[config.mk]
export PLATFORM = sky130hd
export DESIGN_NAME = dds_sample_gen
export DESIGN_NICKNAME = d
export VERILOG_FILES = /design/src/rtl/dds_sample_gen.sv
export SDC_FILE = /design/constraint.sdc
export NUM_CORES = 1
export LEC_CHECK = 0
export BUFFER_PORTS_ARGS = -buffer_cell sky130_fd_sc_hd__buf_2
export CAP_MARGIN = 20
export CORE_MARGIN = 1.5
export CORE_UTILIZATION = 50
export DETAILED_ROUTE_END_ITERATION = 7
export PLACE_DENSITY = 0.71
export SYNTH_ARGS = -nofsm -noshare
export SYNTH_HDL_FRONTEND = slang
export SYNTH_SLANG_ARGS = --single-unit
[constraint.sdc]
create_clock -name clk -period 8.5 [get_ports clk]
set_clock_uncertainty 0.1 [all_clocks]
set_input_delay 0.85 -clock clk [delete_from_list [all_inputs] [get_ports clk]]
set_output_delay 0.85 -clock clk [all_outputs]
set_load 0.01 [all_outputs]
[src/rtl/dds_sample_gen.sv]
// DDS sine sample source for the PWM dac: a phase accumulator feeds a quarter-wave ROM.
// A new offset-binary sample is produced on every next_sample strobe.
module dds_sample_gen #(
  parameter int unsigned PHASE_WIDTH    = 24,
  parameter int unsigned LUT_ADDR_WIDTH = 8,
  parameter int unsigned CODE_WIDTH     = 10
) (
  input  logic                   clk,
  input  logic                   rst_n,
  input  logic                   next_sample,
  input  logic                   en,
  input  logic [PHASE_WIDTH-1:0] fcw,
  input  logic                   fcw_valid,
  output logic [CODE_WIDTH-1:0]  code,
  output logic                   phase_wrap
);

  localparam int unsigned QAddrW      = LUT_ADDR_WIDTH - 2;
  localparam int unsigned QuarterSize = 2 ** QAddrW;
  localparam real         Pi          = 3.14159265358979323846;
  localparam real         Amplitude   = (2.0 ** (CODE_WIDTH - 1)) - 1.0;

  localparam logic [CODE_WIDTH-1:0] Midscale = {1'b1, {(CODE_WIDTH - 1){1'b0}}};
  localparam logic [CODE_WIDTH-1:0] MidLow   = {1'b0, {(CODE_WIDTH - 1){1'b1}}};

  // Quarter-wave table, sampled at bin centres so the mirrored quadrants are exact.
  logic [CODE_WIDTH-2:0] rom [QuarterSize];

  for (genvar k = 0; k < QuarterSize; k++) begin : g_rom
    localparam real Angle = 2.0 * Pi * (real'(k) + 0.5) / (2.0 ** LUT_ADDR_WIDTH);
    localparam int  Val   = $rtoi(Amplitude * $sin(Angle) + 0.5);
    assign rom[k] = (CODE_WIDTH - 1)'(Val);
  end

  logic [PHASE_WIDTH-1:0]    phase_q, phase_d;
  logic [PHASE_WIDTH-1:0]    fcw_active_q, fcw_active_d;
  logic [PHASE_WIDTH-1:0]    fcw_pending_q, fcw_pending_d;
  logic                      pending_q, pending_d;
  logic [CODE_WIDTH-1:0]     code_q, code_d;
  logic                      wrap_q, wrap_d;

  logic [LUT_ADDR_WIDTH-1:0] lut_idx;
  logic [1:0]                quad;
  logic [QAddrW-1:0]         qaddr;
  logic [QAddrW-1:0]         qaddr_m;
  logic [CODE_WIDTH-2:0]     rom_val;
  logic [CODE_WIDTH-1:0]     lut_code;
  logic [PHASE_WIDTH:0]      phase_sum;

  always_comb begin
    lut_idx  = phase_q[PHASE_WIDTH-1 -: LUT_ADDR_WIDTH];
    quad     = lut_idx[LUT_ADDR_WIDTH-1 -: 2];
    qaddr    = lut_idx[QAddrW-1:0];
    qaddr_m  = quad[0] ? ~qaddr : qaddr;
    rom_val  = rom[qaddr_m];
    lut_code = quad[1] ? (MidLow - CODE_WIDTH'(rom_val)) : (Midscale + CODE_WIDTH'(rom_val));
    phase_sum = {1'b0, phase_q} + {1'b0, fcw_active_q};
  end

  // Tuning word double-buffer: the accumulator on a boundary edge still sees the old word.
  always_comb begin
    fcw_pending_d = fcw_pending_q;
    pending_d     = pending_q;
    fcw_active_d  = fcw_active_q;
    if (fcw_valid) begin
      fcw_pending_d = fcw;
      pending_d     = 1'b1;
    end
    if (next_sample && (pending_q || fcw_valid)) begin
      fcw_active_d = fcw_valid ? fcw : fcw_pending_q;
      pending_d    = 1'b0;
    end
  end

  always_comb begin
    code_d  = code_q;
    phase_d = phase_q;
    wrap_d  = 1'b0;
    if (next_sample) begin
      if (en) begin
        code_d  = lut_code;
        phase_d = phase_sum[PHASE_WIDTH-1:0];
        wrap_d  = phase_sum[PHASE_WIDTH];
      end else begin
        code_d = Midscale;
      end
    end
  end

  always_ff @(posedge clk or negedge rst_n) begin
    if (!rst_n) begin
      phase_q       <= '0;
      fcw_active_q  <= '0;
      fcw_pending_q <= '0;
      pending_q     <= 1'b0;
      code_q        <= Midscale;
      wrap_q        <= 1'b0;
    end else begin
      phase_q       <= phase_d;
      fcw_active_q  <= fcw_active_d;
      fcw_pending_q <= fcw_pending_d;
      pending_q     <= pending_d;
      code_q        <= code_d;
      wrap_q        <= wrap_d;
    end
  end

  assign code       = code_q;
  assign phase_wrap = wrap_q;

endmodule

### After elaboration in Yosys (flattened, before gate mapping)

Memories as Yosys holds them, arrays and structs flattened.
Index checks and enable logic that the tools add are counted.

| operators by class | value |
|---|---|
| $lt $le $gt $ge | 1 |
| reduce and logical (&&, ||, !) cells | 4 |
| add/sub/neg operators | 3 |
| bitwise operators | 2 |
| multiplexer cells | 10 |

Operators with widths:

| kind | count |
|---|---|
| $add 24x24->25 | 1 |
| $mux 24 | 1 |
| $mux 10 | 2 |
| $mux 9 | 2 |
| $add 10x9->10 const A | 1 |
| $sub 9x9->10 const A | 1 |
| $ge 7x7->1 const B | 1 |
| $not 6->7 | 1 |
| $mux 6 | 1 |
| $not 6->6 | 1 |
| $mux 1 | 4 |
| $reduce_and 2->1 | 1 |
| $reduce_bool 2->1 | 1 |
| $logic_and 1x1->1 | 1 |
| $logic_or 1x1->1 | 1 |

| storage, ports and cells | value |
|---|---|
| ROM bits | 576 |
| memories kept | 1 |
| output and inout port bits | 11 |
| bits in registers | 84 |
| input bits | 29 |
| word-level logic and storage cells | 27 |

Memories:

| memory | words | width | read ports | clocked after Yosys merged registers in | write ports | RTL line | source |
|---|---|---|---|---|---|---|---|
| (name not given) | 64 | 9 | 1 | 0 | 0 | 55 | `rom_val = rom[qaddr_m];` |

### Longest topological paths before layout

Gate-level depths: netlist (run 1).

| depth | value |
|---|---|
| depth after elaboration | 9 |
| gate-level depth with buffers | 13 |
| mapped depth without buffers | 10 |

### Worst setup path before layout (run 1)

OpenSTA, ideal clock, no wires.

| timing | value |
|---|---|
| kind | reg2reg |
| start point | reg phase_q[22] |
| end point | reg code_q[2], in the netlist code[2] |
| buffers on the path | 3 |
| slack | 5.475 ns |
| setup time | 0.120 ns |
| arrival time | 2.805 ns |
| clock period less this slack | 3.025 ns |
| required time | 8.280 ns |
| stages on the path, launching flop included | 14 |
| cell sequence | dfrtp_1 > buf_6 > buf_6 > xnor2_1 > inv_1 > ha_1 > clkbuf_1 > nand3_1 > nor2_1 > a21oi_1 > o211ai_1 > o21ai_1 > xor2_1 > a31o_2 |

| between the ends | value |
|---|---|
| word-level cells in the longest chain between the ends | 8 |
| elaborated cells on any way between the ends | 9 |
| those cells by class | add/sub (2); mux (5); bitwise (1); memory (1) |

RTL lines:

| what | RTL line | source |
|---|---|---|
| from (decl) | 35 | `logic [PHASE_WIDTH-1:0] phase_q, phase_d;` |
| from (signal assigned) | 99 | `phase_q <= phase_d;` |
| $mux 6 * | 54 | `qaddr_m = quad[0] ? ~qaddr : qaddr;` |
| $not 6->7 (not written as such) * | 55 |  |
| $mem_v2 64x9 * | -- |  |
| $mux 9 (not written as such) * (2 in a row) | 55 |  |
| $add 10x9->10 / $sub 9x9->10 (equally long branches) | 56 | `lut_code = quad[1] ? (MidLow - CODE_WIDTH'(rom_val)) : (Midscale + CODE_WIDTH'(rom_val));` |
| $mux 10 * | 56 |  |
| $mux 10 * | 80 | `if (en) begin` |
| to (signal assigned) | 96 | `code_q <= Midscale;` |
| to (signal assigned) | 103 | `code_q <= code_d;` |
| to (decl) | 39 | `logic [CODE_WIDTH-1:0] code_q, code_d;` |

Every way passes the cells marked *; elsewhere a longest branch is shown, timed or not. The select of a mux whose other input is x is not followed.
A chain may end at the register's enable or synchronous reset.

### Worst setup path in the final report (run 1)

| timing | value |
|---|---|
| start point | reg phase_q[22] |
| end point | reg code_q[3], in the netlist code[3] |

Same word-level chain as after synthesis.

==> run_results.csv, run 1 <==
group,metric,value,unit
run_status,status,"completed",
drt,wl_per_cell,17.0,um
clocking,h-tree-depth,3,
clocking,cts.path.max_buffers,2,
floorplan,initial_core_util,0.521,
timing,maxSlewHeadroom,0.296,
drt,remaining_drc_errors,0,
floorplan,core,0.0110,mm^2
drt,vias,4590,
floorplan,die_area,0.0121,mm^2
global_routing,grt_pass1_vias,4446,
timing,fin_crit_sh,0.421,
floorplan,num_rows,38,
critical_path,rrSetupSlack,4.92,ns
clocking,cts_tree,"built",
critical_path,cp_max_fo,39,
yosys,yosys_warnings,0,
layout,layout_commonest_cell,"dfrtp_1",
drt,postRouteWirelength,13100,um
yosys,syn_area,0.00572,mm^2
critical_path,required,8.63,ns
clocking,cts_resized,0,
timing,grt_setup_unrepaired,"no",
yosys,ys_seq_area_frac,0.368,
layout,final_nets,689,
yosys,syn_nets,670,
global_routing,grt_max_degree,85,
global_routing,grt_overflow_total,0,
timing,hold_viol,0,
hold_path,hp-class,"input port to asynchronous set/reset pin",
critical_path,worstPathArrival,3.72,ns
clocking,clockRootBuffer,"clkbuf_16",
layout,diodes,0,
yosys,ys_seq_elements,84,
timing,min_period,3.58,ns
placement,hpwl,9400,um
timing,report.final.setup_viol,0,
yosys,synthArstFlopShare,1.00,
timing,fmax,279,MHz
critical_path,critPathKind,"register to register",
timing,worst_slew_pin_slew,1.05,ns
floorplan,die_w,110,um
floorplan,pin_count,40,
layout,layout_common_cells,"dfrtp_1, nand2_1, mux2_2",
drt,dr.pass1.iters,5,
flow_run,cap_violations,0,
clocking,clkSlewWorstSetupHoldPaths,0.06,ns
clocking,cts.sink_count,84,
layout,final_layout_size_suffix_gt1_frac,0.195,
clocking,post-cts-setup-buffers,0,
yosys,syn_area_per_cell,9.42,um^2
clocking,numCtsBuffers,9,
global_routing,grt_pass1_wl,21500,um
placement,io_buffers,39,
power_and_ir_drop,cellLeakagePower,2.76,nW
critical_path,critPathLaunchType,"register",
power_and_ir_drop,power_density,434,mW/mm^2
placement,place.gp.congestion,0.870,
critical_path,cp-end-kind,"register",
critical_path,worstReg2RegStart,"phase_q[22]$_DFFE_PN0P_",
timing,report.final.slew_viol_count,0,
timing,tns,0,ns
yosys,synth_edf_count,0,
clocking,cts_hold_buf,0,
yosys,synth_top_flop_cell,"dfrtp_1",
critical_path,reg2reg_depth,11,
power_and_ir_drop,max-vdd-ir-drop,234,uV
floorplan,chipHeight,110,um
layout,syn2layout_area_growth,9.45,%
global_routing,grt_usage,0.232,
critical_path,regToRegEndpoint,"code[3]$_DFFE_PN0P_",
global_routing,antenna_found_initial,0,
timing,hold_slack,0.242,ns
clocking,insertion_delay,0.35,ns
yosys,synth_cell_types,69,
drt,vias_per_cell,5.96,
yosys,synthCells,607,
drt,drt_iter0_drc,231,
drt,drtAntennaViolNets,0,
[final cells by class]
class / instances / area, um^2
well taps: 140 / 175
fillers: 991 / 4720
clock buffers: 9 / 225
inverters: 18 / 67.6
multi-input cells: 468 / 3360
repair buffers: 45 / 263
clock inverters: 6 / 65.1
flip-flops and latches: 84 / 2100
[how the worst max path moves through the flow]
stage | from | end | slack (ns) | cells past startpoint
6_report | phase_q[22]$_DFFE_PN0P_ | code[3]$_DFFE_PN0P_ | 4.92 | 11
5_1_grt | phase_q[22]$_DFFE_PN0P_ | code[3]$_DFFE_PN0P_ | 4.51 | 11
4_1_cts | phase_q[22]$_DFFE_PN0P_ | code[3]$_DFFE_PN0P_ | 4.97 | 11
3_5_place_dp | phase_q[22]$_DFFE_PN0P_ | code[3]$_DFFE_PN0P_ | 4.98 | 11
3_3_place_gp | phase_q[22]$_DFFE_PN0P_ | code[3]$_DFFE_PN0P_ | 5.04 | 11
2_1_floorplan | phase_q[22]$_DFFE_PN0P_ | code[2]$_DFFE_PN0P_ | 5.47 | 13
[logic make-up after synthesis]
| family | count (synthesis) | share of synthesized area |
|---|---|---|
| AOI/OAI and AO/OA | 178 | 0.202 |
| xor gates and xnor gates | 32 | 0.0582 |
| adders and majority gates | 34 | 0.0757 |
| buffers and inverters | 55 | 0.0453 |
| DFF | 84 | 0.368 |
| muxes | 55 | 0.109 |
| and+or+nand+nor | 169 | 0.142 |
[report_power, final]
part	total, mW	internal (mW)	switching [mW]
registers	0.619	0.508	0.111
logic	1.71	0.700	1.01
clock network	0.385	0.226	0.159
total	2.72	1.43	1.28
[synth_stat cells, types with 12 or more instances]
| library cell | number | area share |
|---|---|---|
| a21oi_1 | 36 | 0.032 |
| inv_1 | 17 | 0.011 |
| nand2b_1 | 14 | 0.015 |
| clkbuf_1 | 19 | 0.012 |
| ha_1 | 33 | 0.072 |
| nor2_1 | 31 | 0.020 |
| nor3_1 | 12 | 0.011 |
| a211oi_1 | 13 | 0.017 |
| xor2_1 | 17 | 0.026 |
| mux2_2 | 49 | 0.096 |
| nand2_1 | 62 | 0.041 |
| o21ai_0 | 46 | 0.040 |
| dfrtp_1 | 83 | 0.36 |
[flip-flops by register name, summed over array words and instances, names as in the netlist]
register	count
phase_wrap	1
fcw_pending_q	24
code	10
fcw_active_q	24
phase_q	24
pending_q	1
[worst max-delay path: stages, from the launching register on]
cell	delay [ns]
dfrtp_1	0.36
buf_4	0.28
xnor2_1	0.56
inv_1	0.21
ha_1	0.56
nand2b_1	0.22
o21a_1	0.13
o21ai_0	0.06
a2111oi_0	0.46
a31oi_1	0.12
xnor2_1	0.15
a31o_1	0.23
[through the flow]
| step | cell area, um^2 | setup WS, ns | total power, mW | util | std cells |
|---|---|---|---|---|---|
| 2_1_floorplan | 5720 | 5.47 | 1.97 | - | 607 |
| 3_3_place_gp | 5940 | 5.04 | 2.29 | 0.541 | 754 |
| 3_5_place_dp | 5940 | 4.98 | 2.31 | 0.541 | 754 |
| 4_1_cts | 6230 | 4.97 | 2.71 | 0.567 | 769 |
| 5_1_grt | 6260 | 4.51 | 2.95 | 0.570 | 770 |
| 6_report | 6260 | 4.92 | 2.72 | 0.570 | 770 |
[per-layer routing]
metal,routed length [um],global-route usage,vias to the layer above
met5,0,0,-
met4,247,0.0835,0
met3,624,0.0516,18
met2,6620,0.403,128
met1,5610,0.283,2205
li1,-,-,2239
No activity file was read; power rests on OpenSTA's default activity.
==> inputs of run 2 (changes only) <==
ABC_AREA = 1   (was unset)
clock period = 3.6 ns   (was 8.5 ns; I/O delays follow)
==> run 2 against run 1 <==
Compared with the run above:
- maximum frequency is 28% higher
- non-clock buffer count is the same
- final area increased by 3.5%
- critical path depth grew 2
- clock power rose to 2.7 times the previous value
- largest cell class unchanged
- combinational power grew 130%
==> run_results.csv, run 2 <==
group,metric,value,unit
placement,hpwl,10800,um
layout,layout_commonest_cell,"nand2_1",
global_routing,grt_use_met3,0.0388,
clocking,cts.sink_count,84,
clocking,numCtsBuffers,9,
floorplan,pin_count,40,
yosys,syn_nets,933,
drt,vias_per_cell,5.17,
placement,io_buffers,39,
global_routing,grt_overflow_total,0,
hold_path,holdPathStages,2,
global_routing,gr-usage-met2,0.374,
yosys,synth_edf_count,0,
power_and_ir_drop,cellLeakagePower,3.61,nW
clocking,insertion_delay,0.35,ns
critical_path,cpPeakStageDelay,0.84,ns
layout,diodes,0,
layout,reg_top3,"fcw_active_q x24, fcw_pending_q x24, phase_q x24",
run_status,status,"completed",
timing,tns,0,ns
yosys,ys_seq_area_frac,0.359,
global_routing,grt.busiest_layer,"met2",
global_routing,gr-usage-met1,0.350,
floorplan,chipHeight,111,um
placement,place.gp.congestion,0.921,
yosys,yosysTopAreaCell,"dfrtp_1",
yosys,ys_seq_elements,84,
clocking,h-tree-depth,3,
yosys,synth_top_flop_cell,"dfrtp_1",
timing,report.final.slew_viol_count,0,
layout,num-fill-cells,1150,
critical_path,cp_max_fo,13,
layout,syn2layout_area_growth,10.5,%
critical_path,worstPathArrival,2.93,ns
global_routing,antenna_found_initial,0,
power_and_ir_drop,power_density,978,mW/mm^2
yosys,syn_area,0.00587,mm^2
hold_path,hp-class,"input port to register",
clocking,cts.path.max_buffers,2,
critical_path,slowest_stage,"dfrtp_1",
critical_path,reg2reg_depth,13,
clocking,cts_resized,0,
timing,grt_setup_unrepaired,"no",
drt,drt_iter0_drc,411,
global_routing,grt_pass1_vias,5032,
layout,final_nets,966,
yosys,yosys_warnings,0,
layout,final_layout_size_suffix_gt1_frac,0.0892,
yosys,syn_area_per_cell,6.74,um^2
drt,wl_per_cell,13.7,um
timing,min_period,2.80,ns
critical_path,critPathKind,"register to register",
global_routing,grt_max_degree,56,
timing,hold_viol,0,
floorplan,die_area,0.0124,mm^2
flow_run,cap_violations,0,
floorplan,num_rows,39,
clocking,cts_tree,"built",
yosys,synth.most_common_cell,"nand2_1",
yosys,yosys-top-cells-area,"dfrtp_1, nand2_1, nand3_1, ha_1, inv_1",
clocking,clkSlewWorstSetupHoldPaths,0.07,ns
drt,postRouteWirelength,14400,um
power_and_ir_drop,max-vdd-ir-drop,479,uV
yosys,synth_cell_types,35,
critical_path,critPathLaunchType,"register",
critical_path,regToRegEndpoint,"code[0]$_DFFE_PN0P_",
timing,maxSlewHeadroom,0.496,
placement,place_area,0.00614,mm^2
timing,hold_slack,0.110,ns
critical_path,rrSetupSlack,0.80,ns
layout,layout_common_cells,"nand2_1, inv_1, nand3_1, dfrtp_1, nor2_1",
yosys,synthArstFlopShare,1.00,
critical_path,worstReg2RegStart,"phase_q[22]$_DFFE_PN0P_",
drt,drtAntennaViolNets,0,
layout,fin_area,0.00648,mm^2
floorplan,initial_core_util,0.514,
drt,remaining_drc_errors,0,
timing,fin_crit_sh,0.779,
timing,worst_slew_pin_slew,0.755,ns
timing,fmax,357,MHz
clocking,clockRootBuffer,"clkbuf_16",
critical_path,worstPathCellList,"inv_1 > nand2_1 > nand2_2 > inv_1 > ha_1 > inv_1 > nand2_1 > nand2_1 > inv_1 > nand3_1 > nand3_1 > nand3_1 > nand3_1",
hold_path,whs_endpoint,"pending_q$_DFFE_PN0P_",
critical_path,required,3.73,ns
floorplan,core,0.0114,mm^2
yosys,synthCells,870,
timing,report.final.setup_viol,0,
floorplan,die_w,111,um
yosys,synth_top_area_frac,0.354,
drt,vias,5435,
yosys,synth_common_cells,"nand2_1, inv_1, dfrtp_1, nand3_1, nor2_1",
drt,dr.pass1.iters,5,
hold_path,holdCritStartpoint,"next_sample",
critical_path,cp-end-kind,"register",
global_routing,grt_usage,0.240,
global_routing,grt_pass1_wl,24100,um
==> run 2: cell types whose count changed after synthesis, sizes merged, moves of 33 or more <==
cell	before	now
inv	18	96
mux2	49	0
nand2	62	378
nand3	10	83
o21ai	50	17
nor2	32	65
==> run 2: worst max-delay path, delay by kind of cell, from the launching register on <==
kind | cells | cell delay [ns]
buffers and inverters | 4 | 0.67
flip-flops | 1 | 0.84
AND/OR/NAND/NOR | 8 | 0.75
adder cells (fa/ha/maj) | 1 | 0.31
==> run 2: report_power, final <==
part	switching (mW)	internal [mW]	total, mW
Sequential	0.232	1.19	1.42
Combinational	2.55	1.34	3.88
Clock	0.414	0.617	1.03
Total	3.19	3.14	6.33
==> run 2: area by class of cell <==
cell class	count	area, um^2	share of cell area
Multi-Input combinational cell	663	3250	0.502
Sequential cell	84	2100	0.325
Inverter	100	375	0.0579
Timing Repair Buffer	45	245	0.0379
Clock buffer	10	229	0.0353
Tap cell	143	179	0.0276
Clock inverter	6	96.3	0.0149
==> run 2: stage by stage <==
| step | instances | utilization | total power, mW | setup slack (ns) |
|---|---|---|---|---|
| 6_report | 1051 | 0.567 | 6.33 | 0.797 |
| 5_1_grt | 1051 | 0.567 | 6.95 | 0.513 |
| 4_1_cts | 1051 | 0.567 | 6.30 | 0.805 |
| 3_5_place_dp | 1034 | 0.538 | 5.24 | 0.815 |
| 3_3_place_gp | 1034 | 0.538 | 5.25 | 0.881 |
| 2_1_floorplan | 870 | - | 4.51 | 1.54 |
==> run 2: layer usage <==
layer  up-vias  share of wire
met5         -              0
met4         0          0.013
met3        15          0.041
met2       118           0.44
met1      2471           0.51
li1       2831              -
==> run 2: how the worst max path moves through the flow <==
stage	from	end	slack, ns	depth (start not counted)
4_1_cts	phase_q[22]$_DFFE_PN0P_	code[0]$_DFFE_PN0P_	0.80	13
5_1_grt	phase_q[22]$_DFFE_PN0P_	code[0]$_DFFE_PN0P_	0.51	13
3_3_place_gp	phase_q[22]$_DFFE_PN0P_	code[3]$_DFFE_PN0P_	0.88	13
3_5_place_dp	phase_q[22]$_DFFE_PN0P_	code[0]$_DFFE_PN0P_	0.82	13
6_report	phase_q[22]$_DFFE_PN0P_	code[0]$_DFFE_PN0P_	0.80	13
2_1_floorplan	phase_q[22]$_DFFE_PN0P_	code[3]$_DFFE_PN0P_	1.54	13
==> run 2: repair_timing <==
item / in CTS / in global routing
setup buffers: 0 / 0
endpoints found under the hold margin: 29 / 0
hold buffers: 1 / 0
==> run 2: cell families (layout without fill, tap and decap cells) <==
| family | count (synthesis) | after routing | share of synthesized area |
|---|---|---|---|
| adders and majority gates | 34 | 34 | 0.0738 |
| and+or+nand+nor | 552 | 552 | 0.392 |
| buffers and inverters | 123 | 161 | 0.0892 |
| xor gates and xnor gates | 11 | 11 | 0.0241 |
| AOI/OAI and AO/OA | 66 | 66 | 0.0627 |
| DFF | 84 | 84 | 0.359 |
